`src/rtl/branch_decider_chooser_pkg.sv`:
```
// Shared types and constants for the fetch-stage branch decider chooser.
// The top module re-derives index/counter widths from its own parameters;
// the values here are the default build.
package branch_decider_chooser_pkg;

   localparam int PC_WIDTH                = 32;
   localparam int CHOOSER_ENTRY_NUM       = 512;
   localparam int CHOOSER_INDEX_BIT_WIDTH = $clog2(CHOOSER_ENTRY_NUM);
   localparam int CHOOSER_CNT_WIDTH       = 2;

   typedef logic [PC_WIDTH-1:0]                PC_Path;
   typedef logic [CHOOSER_INDEX_BIT_WIDTH-1:0] ChooserIndexPath;
   typedef logic [CHOOSER_CNT_WIDTH-1:0]       ChooserCntPath;

   // Chooser FSM encoding
   localparam logic [0:0] ST_INIT  = 1'b0;
   localparam logic [0:0] ST_READY = 1'b1;

   // Word-aligned PC to table index (default geometry)
   function automatic ChooserIndexPath ToChooserIndex(input PC_Path pc);
      return pc[CHOOSER_INDEX_BIT_WIDTH+1:2];
   endfunction

endpackage

```
`src/rtl/branch_chooser_table.sv`:
```
// Chooser counter storage: flop array, RD_PORTS combinational read ports and
// one write port. Reads of the address being written this cycle return the
// new data, which gives both lookup write-first and update forwarding.
module branch_chooser_table #(
   parameter int RD_PORTS  = 3,
   parameter int ENTRY_NUM = 512,
   parameter int IDX_W     = 9,
   parameter int CNT_W     = 2
) (
   input  logic                      clk,
   input  logic                      we_i,
   input  logic [IDX_W-1:0]          waddr_i,
   input  logic [CNT_W-1:0]          wdata_i,
   input  logic [RD_PORTS*IDX_W-1:0] raddr_i,
   output logic [RD_PORTS*CNT_W-1:0] rdata_o
);

   logic [CNT_W-1:0] mem_q [ENTRY_NUM];

   // Single write port; contents are initialised by the sweep, not by reset
   always_ff @(posedge clk) begin
      if (we_i) mem_q[waddr_i] <= wdata_i;
   end

   generate
      for (genvar gi = 0; gi < RD_PORTS; gi++) begin : g_rd
         logic [IDX_W-1:0] ra;
         assign ra = raddr_i[gi*IDX_W +: IDX_W];
         assign rdata_o[gi*CNT_W +: CNT_W] = (we_i && (waddr_i == ra)) ? wdata_i : mem_q[ra];
      end
   endgenerate

endmodule

```
`src/rtl/branch_decider_chooser.sv`:
```
// Tournament chooser between BTB+PHT and AXBTB predictions per fetch lane.
// Optional statistics counters: define BRANCH_DECIDER_STATS_EN.
module branch_decider_chooser
   import branch_decider_chooser_pkg::*;
#(
   parameter int FETCH_WIDTH       = 2,
   parameter int CHOOSER_ENTRY_NUM = 512,
   parameter int CHOOSER_CNT_WIDTH = 2
) (
   input  logic                            clk,
   input  logic                            rst,
   input  logic                            rstStart_i,
   input  logic                            rdEn_i,
   input  logic [FETCH_WIDTH*PC_WIDTH-1:0] rdPC_i,
   input  logic [FETCH_WIDTH-1:0]          btbHit_i,
   input  logic [FETCH_WIDTH*PC_WIDTH-1:0] btbOut_i,
   input  logic [FETCH_WIDTH-1:0]          brPredTaken_i,
   input  logic [FETCH_WIDTH-1:0]          axbtbHit_i,
   input  logic [FETCH_WIDTH*PC_WIDTH-1:0] axbtbOut_i,
   input  logic [FETCH_WIDTH-1:0]          axreadIsCondBr_i,
   output logic [FETCH_WIDTH-1:0]          brDecidTaken_o,
   output logic [FETCH_WIDTH*PC_WIDTH-1:0] brDecidTarget_o,
   output logic [FETCH_WIDTH-1:0]          decidUseAx_o,
   input  logic                            updEn_i,
   input  logic [PC_WIDTH-1:0]             updPC_i,
   input  logic                            updBtbCorrect_i,
   input  logic                            updAxCorrect_i,
   output logic                            initBusy_o
`ifdef BRANCH_DECIDER_STATS_EN
   ,
   output logic [31:0]                     statAxChosen_o,
   output logic [31:0]                     statAxChosenCorrect_o,
   output logic [31:0]                     statDisagree_o
`endif
);

   localparam int IDX_W = $clog2(CHOOSER_ENTRY_NUM);
   localparam int CNT_W = CHOOSER_CNT_WIDTH;
   localparam int RD_PORTS = FETCH_WIDTH + 1;
   localparam logic [CNT_W-1:0] INIT_VALUE = {1'b0, {(CNT_W-1){1'b1}}};
   localparam logic [CNT_W-1:0] CNT_MAX    = {CNT_W{1'b1}};
   localparam logic [IDX_W-1:0] PTR_LAST   = IDX_W'(CHOOSER_ENTRY_NUM - 1);

   logic [0:0]             state_q, state_d;
   logic [IDX_W-1:0]       ptr_q, ptr_d;
   logic                   init_d1_q;
   logic [FETCH_WIDTH-1:0] sel_q, sel_d;
   logic [FETCH_WIDTH-1:0] rd_msb;

   logic                   u1_valid_q, u1_btbc_q, u1_axc_q;
   logic [IDX_W-1:0]       u1_idx_q;
   logic [CNT_W-1:0]       u1_cnt_q, u1_new;
   logic                   u1_inc, u1_dec, upd_accept;

   logic                      tbl_we;
   logic [IDX_W-1:0]          tbl_waddr;
   logic [CNT_W-1:0]          tbl_wdata;
   logic [RD_PORTS*IDX_W-1:0] rd_idx;
   logic [RD_PORTS*CNT_W-1:0] rd_cnt;

   logic unused_upd;
   assign unused_upd = ^{updPC_i[PC_WIDTH-1:IDX_W+2], updPC_i[1:0]};

   assign initBusy_o = (state_q == ST_INIT);
   assign upd_accept = updEn_i && (state_q == ST_READY);

   // Sweep sequencing: INIT walks every entry once, rstStart re-enters INIT
   always_comb begin
      state_d = state_q;
      ptr_d   = ptr_q;
      if (state_q == ST_INIT) begin
         ptr_d = ptr_q + IDX_W'(1);
         if (ptr_q == PTR_LAST) state_d = ST_READY;
      end else if (rstStart_i) begin
         state_d = ST_INIT;
         ptr_d   = '0;
      end
   end

   // U1 saturating update; no write when the counter would not change
   always_comb begin
      u1_inc = u1_valid_q && u1_axc_q && !u1_btbc_q && (u1_cnt_q != CNT_MAX);
      u1_dec = u1_valid_q && u1_btbc_q && !u1_axc_q && (u1_cnt_q != '0);
      u1_new = u1_cnt_q;
      if (u1_inc)      u1_new = u1_cnt_q + CNT_W'(1);
      else if (u1_dec) u1_new = u1_cnt_q - CNT_W'(1);
   end

   // Write port arbitration: the init sweep always wins over training
   always_comb begin
      tbl_we    = (state_q == ST_INIT) || u1_inc || u1_dec;
      tbl_waddr = (state_q == ST_INIT) ? ptr_q : u1_idx_q;
      tbl_wdata = (state_q == ST_INIT) ? INIT_VALUE : u1_new;
   end

   // Registered lane selects: cleared during and just after the sweep
   always_comb begin
      sel_d = sel_q;
      if ((state_q == ST_INIT) || init_d1_q) sel_d = '0;
      else if (rdEn_i)                        sel_d = rd_msb;
   end

   // Control state, lookup selects and the U0->U1 pipeline register
   always_ff @(posedge clk or posedge rst) begin
      if (rst) begin
         state_q    <= ST_INIT;
         ptr_q      <= '0;
         init_d1_q  <= 1'b1;
         sel_q      <= '0;
         u1_valid_q <= 1'b0;
         u1_idx_q   <= '0;
         u1_cnt_q   <= '0;
         u1_btbc_q  <= 1'b0;
         u1_axc_q   <= 1'b0;
      end else begin
         state_q    <= state_d;
         ptr_q      <= ptr_d;
         init_d1_q  <= (state_q == ST_INIT);
         sel_q      <= sel_d;
         u1_valid_q <= upd_accept;
         if (upd_accept) begin
            u1_idx_q  <= updPC_i[IDX_W+1:2];
            u1_cnt_q  <= rd_cnt[FETCH_WIDTH*CNT_W +: CNT_W];
            u1_btbc_q <= updBtbCorrect_i;
            u1_axc_q  <= updAxCorrect_i;
         end
      end
   end

   // Last read port belongs to the update pipeline (U0)
   assign rd_idx[FETCH_WIDTH*IDX_W +: IDX_W] = updPC_i[IDX_W+1:2];

   generate
      for (genvar gi = 0; gi < FETCH_WIDTH; gi++) begin : g_lane
         logic [PC_WIDTH-1:0] rd_pc;
         logic                use_ax;
         logic                unused_lane;

         assign rd_pc  = rdPC_i[gi*PC_WIDTH +: PC_WIDTH];
         assign rd_idx[gi*IDX_W +: IDX_W] = rd_pc[IDX_W+1:2];
         assign rd_msb[gi] = rd_cnt[gi*CNT_W + CNT_W - 1];

         // A chosen AXBTB hit is always predicted taken
         assign use_ax = sel_q[gi] && axbtbHit_i[gi];
         assign brDecidTaken_o[gi] = use_ax ? 1'b1 : (btbHit_i[gi] && brPredTaken_i[gi]);
         assign brDecidTarget_o[gi*PC_WIDTH +: PC_WIDTH] =
            use_ax ? axbtbOut_i[gi*PC_WIDTH +: PC_WIDTH] : btbOut_i[gi*PC_WIDTH +: PC_WIDTH];
         assign decidUseAx_o[gi] = use_ax;
         assign unused_lane = ^{rd_pc[PC_WIDTH-1:IDX_W+2], rd_pc[1:0], axreadIsCondBr_i[gi]};
      end
   endgenerate

   branch_chooser_table #(
      .RD_PORTS  (RD_PORTS),
      .ENTRY_NUM (CHOOSER_ENTRY_NUM),
      .IDX_W     (IDX_W),
      .CNT_W     (CNT_W)
   ) u_table (
      .clk     (clk),
      .we_i    (tbl_we),
      .waddr_i (tbl_waddr),
      .wdata_i (tbl_wdata),
      .raddr_i (rd_idx),
      .rdata_o (rd_cnt)
   );

`ifdef BRANCH_DECIDER_STATS_EN
   logic [31:0] stat_ax_chosen_q, stat_ax_correct_q, stat_disagree_q;

   // Statistics sampled at U1 from the pre-update counter value
   always_ff @(posedge clk or posedge rst) begin
      if (rst) begin
         stat_ax_chosen_q  <= '0;
         stat_ax_correct_q <= '0;
         stat_disagree_q   <= '0;
      end else if (rstStart_i) begin
         stat_ax_chosen_q  <= '0;
         stat_ax_correct_q <= '0;
         stat_disagree_q   <= '0;
      end else if (u1_valid_q) begin
         if (u1_cnt_q[CNT_W-1])             stat_ax_chosen_q  <= stat_ax_chosen_q + 32'd1;
         if (u1_cnt_q[CNT_W-1] && u1_axc_q) stat_ax_correct_q <= stat_ax_correct_q + 32'd1;
         if (u1_btbc_q != u1_axc_q)         stat_disagree_q   <= stat_disagree_q + 32'd1;
      end
   end

   assign statAxChosen_o        = stat_ax_chosen_q;
   assign statAxChosenCorrect_o = stat_ax_correct_q;
   assign statDisagree_o        = stat_disagree_q;
`endif

endmodule

```
`config.mk`:
```
export PLATFORM = sky130hd
export DESIGN_NAME = branch_decider_chooser
export DESIGN_NICKNAME = d
export VERILOG_FILES = /design/src/rtl/branch_decider_chooser_pkg.sv /design/src/rtl/branch_chooser_table.sv /design/src/rtl/branch_decider_chooser.sv
export SDC_FILE = /design/constraint.sdc
export NUM_CORES = 2
export LEC_CHECK = 0
export CAP_MARGIN = 20
export CORE_ASPECT_RATIO = 1.1
export CORE_MARGIN = 10
export CORE_UTILIZATION = 30
export CTS_CLUSTER_DIAMETER = 150
export DETAILED_ROUTE_END_ITERATION = 8
export HOLD_SLACK_MARGIN = 0.08
export RECOVER_POWER = 25
export SYNTH_ARGS = -nofsm -noshare
export SYNTH_HDL_FRONTEND = slang
export SYNTH_SLANG_ARGS = --single-unit
```
`constraint.sdc`:
```
create_clock -name clk -period 38.8 [get_ports clk]
set_clock_uncertainty 0.1 [all_clocks]
set_input_delay 9.7 -clock clk [delete_from_list [all_inputs] [get_ports clk]]
set_output_delay 9.7 -clock clk [all_outputs]
set_load 0.1 [all_outputs]
```
==> impl_metrics.sql <==
INSERT INTO impl_metrics (metric_group, metric, value, unit) VALUES
('worst_setup_path', 'path_class', 'in -> out', ''),
('timing', 'grt_setup_unrepaired', 'no', ''),
('clocking', 'cts-htree-levels', '3', ''),
('drt', 'final_antenna_net_count', '0', ''),
('clocking', 'cts_made_buffers', '109', ''),
('yosys', 'count_of_state_elements_after_synthesis', '1051', ''),
('yosys', 'syn-mean-instance-area', '16.7', 'um2'),
('drt', 'route.layer.met1.wl', '62700', 'um'),
('power_and_ir_drop', 'worst_ir_drop_vdd', '0.0346', 'mV'),
('finish', 'finish.net_count', '3517', ''),
('power_and_ir_drop', 'cellInternalPower', '2.01', 'mW'),
('power_and_ir_drop', 'power.share.switching', '27.2', '%'),
('clocking', 'cts_post_setup_buffers_inserted', '0', ''),
('worst_setup_path', 'critPathLaunch', 'axbtbHit_i[0]', ''),
('yosys', 'async_reset_ff_share', '2.57', '%'),
('clocking', 'cts_tree', 'yes', ''),
('floorplanning', 'placeable_core_region', '173000', 'um2'),
('timing', 'count_of_endpoints_failing_hold_in_the_final_timing_report', '0', ''),
('timing', 'timing.max_slew.rel_slack', '-200', '%'),
('job', 'maxCapViolations', '8', ''),
('status', 'run_status', 'complete, but fails checks', ''),
('worst_setup_path', 'critPathCaptureType', 'output pin', ''),
('clocking', 'root_buffer', 'clkbuf_16', ''),
('worst_setup_path', 'worstPathArrival', '12190', 'ps'),
('timing', 'number_of_setup_violations_in_the_final_report', '0', ''),
('clocking', 'cts-resized-gates', '0', ''),
('yosys', 'synth.area.top_cells', 'edfxtp_1, mux4_2, nor2_1', ''),
('worst_setup_path', 'cp-endpoint', 'brDecidTarget_o[2]', ''),
('drt', 'drt-initial-drc-count', '3852', ''),
('worst_setup_path', 'number_of_cell_instances_on_the_worst_register_to_register_path', '6', ''),
('timing', 'hold_slack', '407', 'ps'),
('global_routing', 'pin_count_of_the_biggest_net_entering_global_routing', '241', ''),
('drt', 'routed_wire_length_per_instance', '30.1', 'um'),
('drt', 'detail_route.wirelength', '169000', 'um'),
('floorplanning', 'ports', '308', ''),
('status', 'failed_checks', 'capacitance limit, slew limit', ''),
('yosys', 'postSynth.topFlopCell', 'edfxtp_1', ''),
('worst_setup_path', 'critical_path.reg2reg.endpoint', 'u_table.mem_q[157][1]', ''),
('worst_setup_path', 'crit_path_start_kind', 'primary input', ''),
('clocking', 'cts_max_path_buffers', '3', ''),
('power_and_ir_drop', 'switchingPower', '750', 'uW'),
('global_routing', 'grt_remaining_overflow', '0', ''),
('drt', 'route.detailed.vias_per_inst', '5.71', ''),
('yosys', 'synth.yosys.seq_area_share', '60.0', '%'),
('finish', 'drive_above_1_share', '27.4', '%'),
('timing', 'post-route-period-util', '56.7', '%'),
('clocking', 'clkSinkCount', '1051', ''),
('worst_setup_path', 'reg2reg_slack', '30020', 'ps'),
('placement', 'io_buffers', '236', ''),
('power_and_ir_drop', 'power.sequential.fraction', '45.3', '%'),
('worst_hold_path', 'worst_min_delay_path_category', 'reg -> reg', ''),
('floorplanning', 'fp.dieW', '418', 'um'),
('clocking', 'holdBufCountCts', '0', ''),
('placement', 'placed_area', '57000', 'um2'),
('worst_setup_path', 'critical_path_required', '29000', 'ps'),
('timing', 'max_clock_freq', '45.5', 'MHz'),
('floorplanning', 'full_die_area', '192000', 'um2'),
('yosys', 'synth_top_area_share', '58.7', '%'),
('drt', 'pre_repair_dr_iteration_count', '5', ''),
('timing', 'fin_crit', '21990', 'ps'),
('floorplanning', 'num_rows', '160', ''),
('drt', 'met2RoutedLength', '82100', 'um'),
('power_and_ir_drop', 'cellPowerDensity', '45.5', 'nW/um2'),
('global_routing', 'first_global_vias', '32700', ''),
('drt', 'vias', '32100', ''),
('yosys', 'synth_area', '52400', 'um2'),
('yosys', 'synth_top_area_cell', 'edfxtp_1', ''),
('worst_setup_path', 'largest_fanout_of_any_net_on_the_critical_path', '30', ''),
('placement', 'finalWeightedCongestion', '0.908', ''),
('timing', 'timing.final.max_slew_violations', '557', ''),
('global_routing', 'grt_first_pass_wirelength', '240000', 'um');
## power by group through the flow
stage / Sequential (mW) / Clock, mW / Combinational, mW
2_1_floorplan: 1.27 / 0 / 0.233
3_3_place_gp: 1.27 / 0 / 0.408
5_1_grt: 1.25 / 1.16 / 0.424
6_report: 1.25 / 1.10 / 0.412
4_1_cts: 1.25 / 1.11 / 0.410
3_5_place_dp: 1.27 / 0 / 0.409
## how the worst min path moves through the flow
stage                     start     endpoint  slack [ps]  cells past startpoint
CTS                 u1_idx_q[7]  u1_idx_q[7]         410                      1
detailed placement  u1_idx_q[7]  u1_idx_q[7]         390                      1
global route        u1_idx_q[7]  u1_idx_q[7]         430                      1
global placement    u1_idx_q[3]  u1_idx_q[3]         390                      1
finish              u1_idx_q[1]  u1_idx_q[1]         410                      1
floorplan              ptr_q[7]     ptr_q[7]         360                      1
## cell type report
cell class                      instances  area (um2)
Antenna cell                            2        5.00
Sequential cell                      1051       31400
Tap cell                             2268        2840
Clock inverter                         66         806
Inverter                               16        60.1
Clock buffer                          131        2870
Timing Repair Buffer                  306        2920
Fill cell                           16300      112000
Multi-Input combinational cell       1790       19700
## cell usage after synthesis, types with 10 or more instances
master    number
edfxtp_1    1024
mux4_2       566
nor2_1       554
nand2_1      132
clkbuf_1     127
mux2_2        85
mux2i_1       82
buf_2         60
buf_1         47
a22oi_1       41
nand3_1       31
a21oi_1       30
nor3_1        28
xnor2_1       28
dfrtp_1       26
buf_4         25
o21ai_0       19
o22ai_1       18
nor2b_1       17
inv_1         13
a211oi_1      11
a22o_1        11
buf_6         11
nand2b_1      10
nand4_1       10
nor4_1        10
o211ai_1      10
## state kept, by name (all words and copies together) (netlist names)
name and cells:
init_d1_q 1, u1_btbc_q 1, ptr_q 9, sel_q 2
u_table.mem_q 1024, state_q 1, u1_cnt_q 2, u1_idx_q 9
u1_axc_q 1, u1_valid_q 1
## critical path, stage by stage
cell             delay [ps]
clkdlybuf4s50_1         410
nand2_1                 200
buf_4                   410
mux2_2                  280
clkdlybuf4s50_1        1150
## cells in the final DEF, fill, tap and decap left out, drive strengths merged, types with 37 or more instances in the layout
cell type | netlist | routed
mux2i | 82 | 82
edfxtp | 1024 | 1024
mux4 | 566 | 566
clkbuf | 127 | 141
nor2 | 554 | 554
nand2 | 132 | 132
buf | 143 | 71
a22oi | 41 | 41
clkdlybuf4s50 | 0 | 225
mux2 | 85 | 85
clkinv | 1 | 37
## stage by stage
stage	power [mW]	cells	worst slack, ps
after floorplan	1.50	3127	10670
after global placement	1.68	5428	16800
after detailed placement	1.68	5430	16780
after CTS	2.77	5627	16760
after global routing	2.83	5628	16700
final	2.76	5630	16810
## kinds of logic after synthesis
group	after synthesis	synth area share (%)
flip-flops	1051	60.0
AND/OR/NAND/NOR	834	6.61
multiplexers	733	27.7
buffers and inverters	286	2.53
AO/OA/AOI/OAI	190	2.53
XOR/XNOR	29	0.485
adder cells (fa/ha/maj)	4	0.0956
## per-layer routing
metal	vias to the layer above	global-route usage, %
met3	367	3.64
li1	13000	-
met1	16900	21.2
met5	-	0
met2	1851	28.5
met4	2	8.14
(Power assumes the default switching activity.)
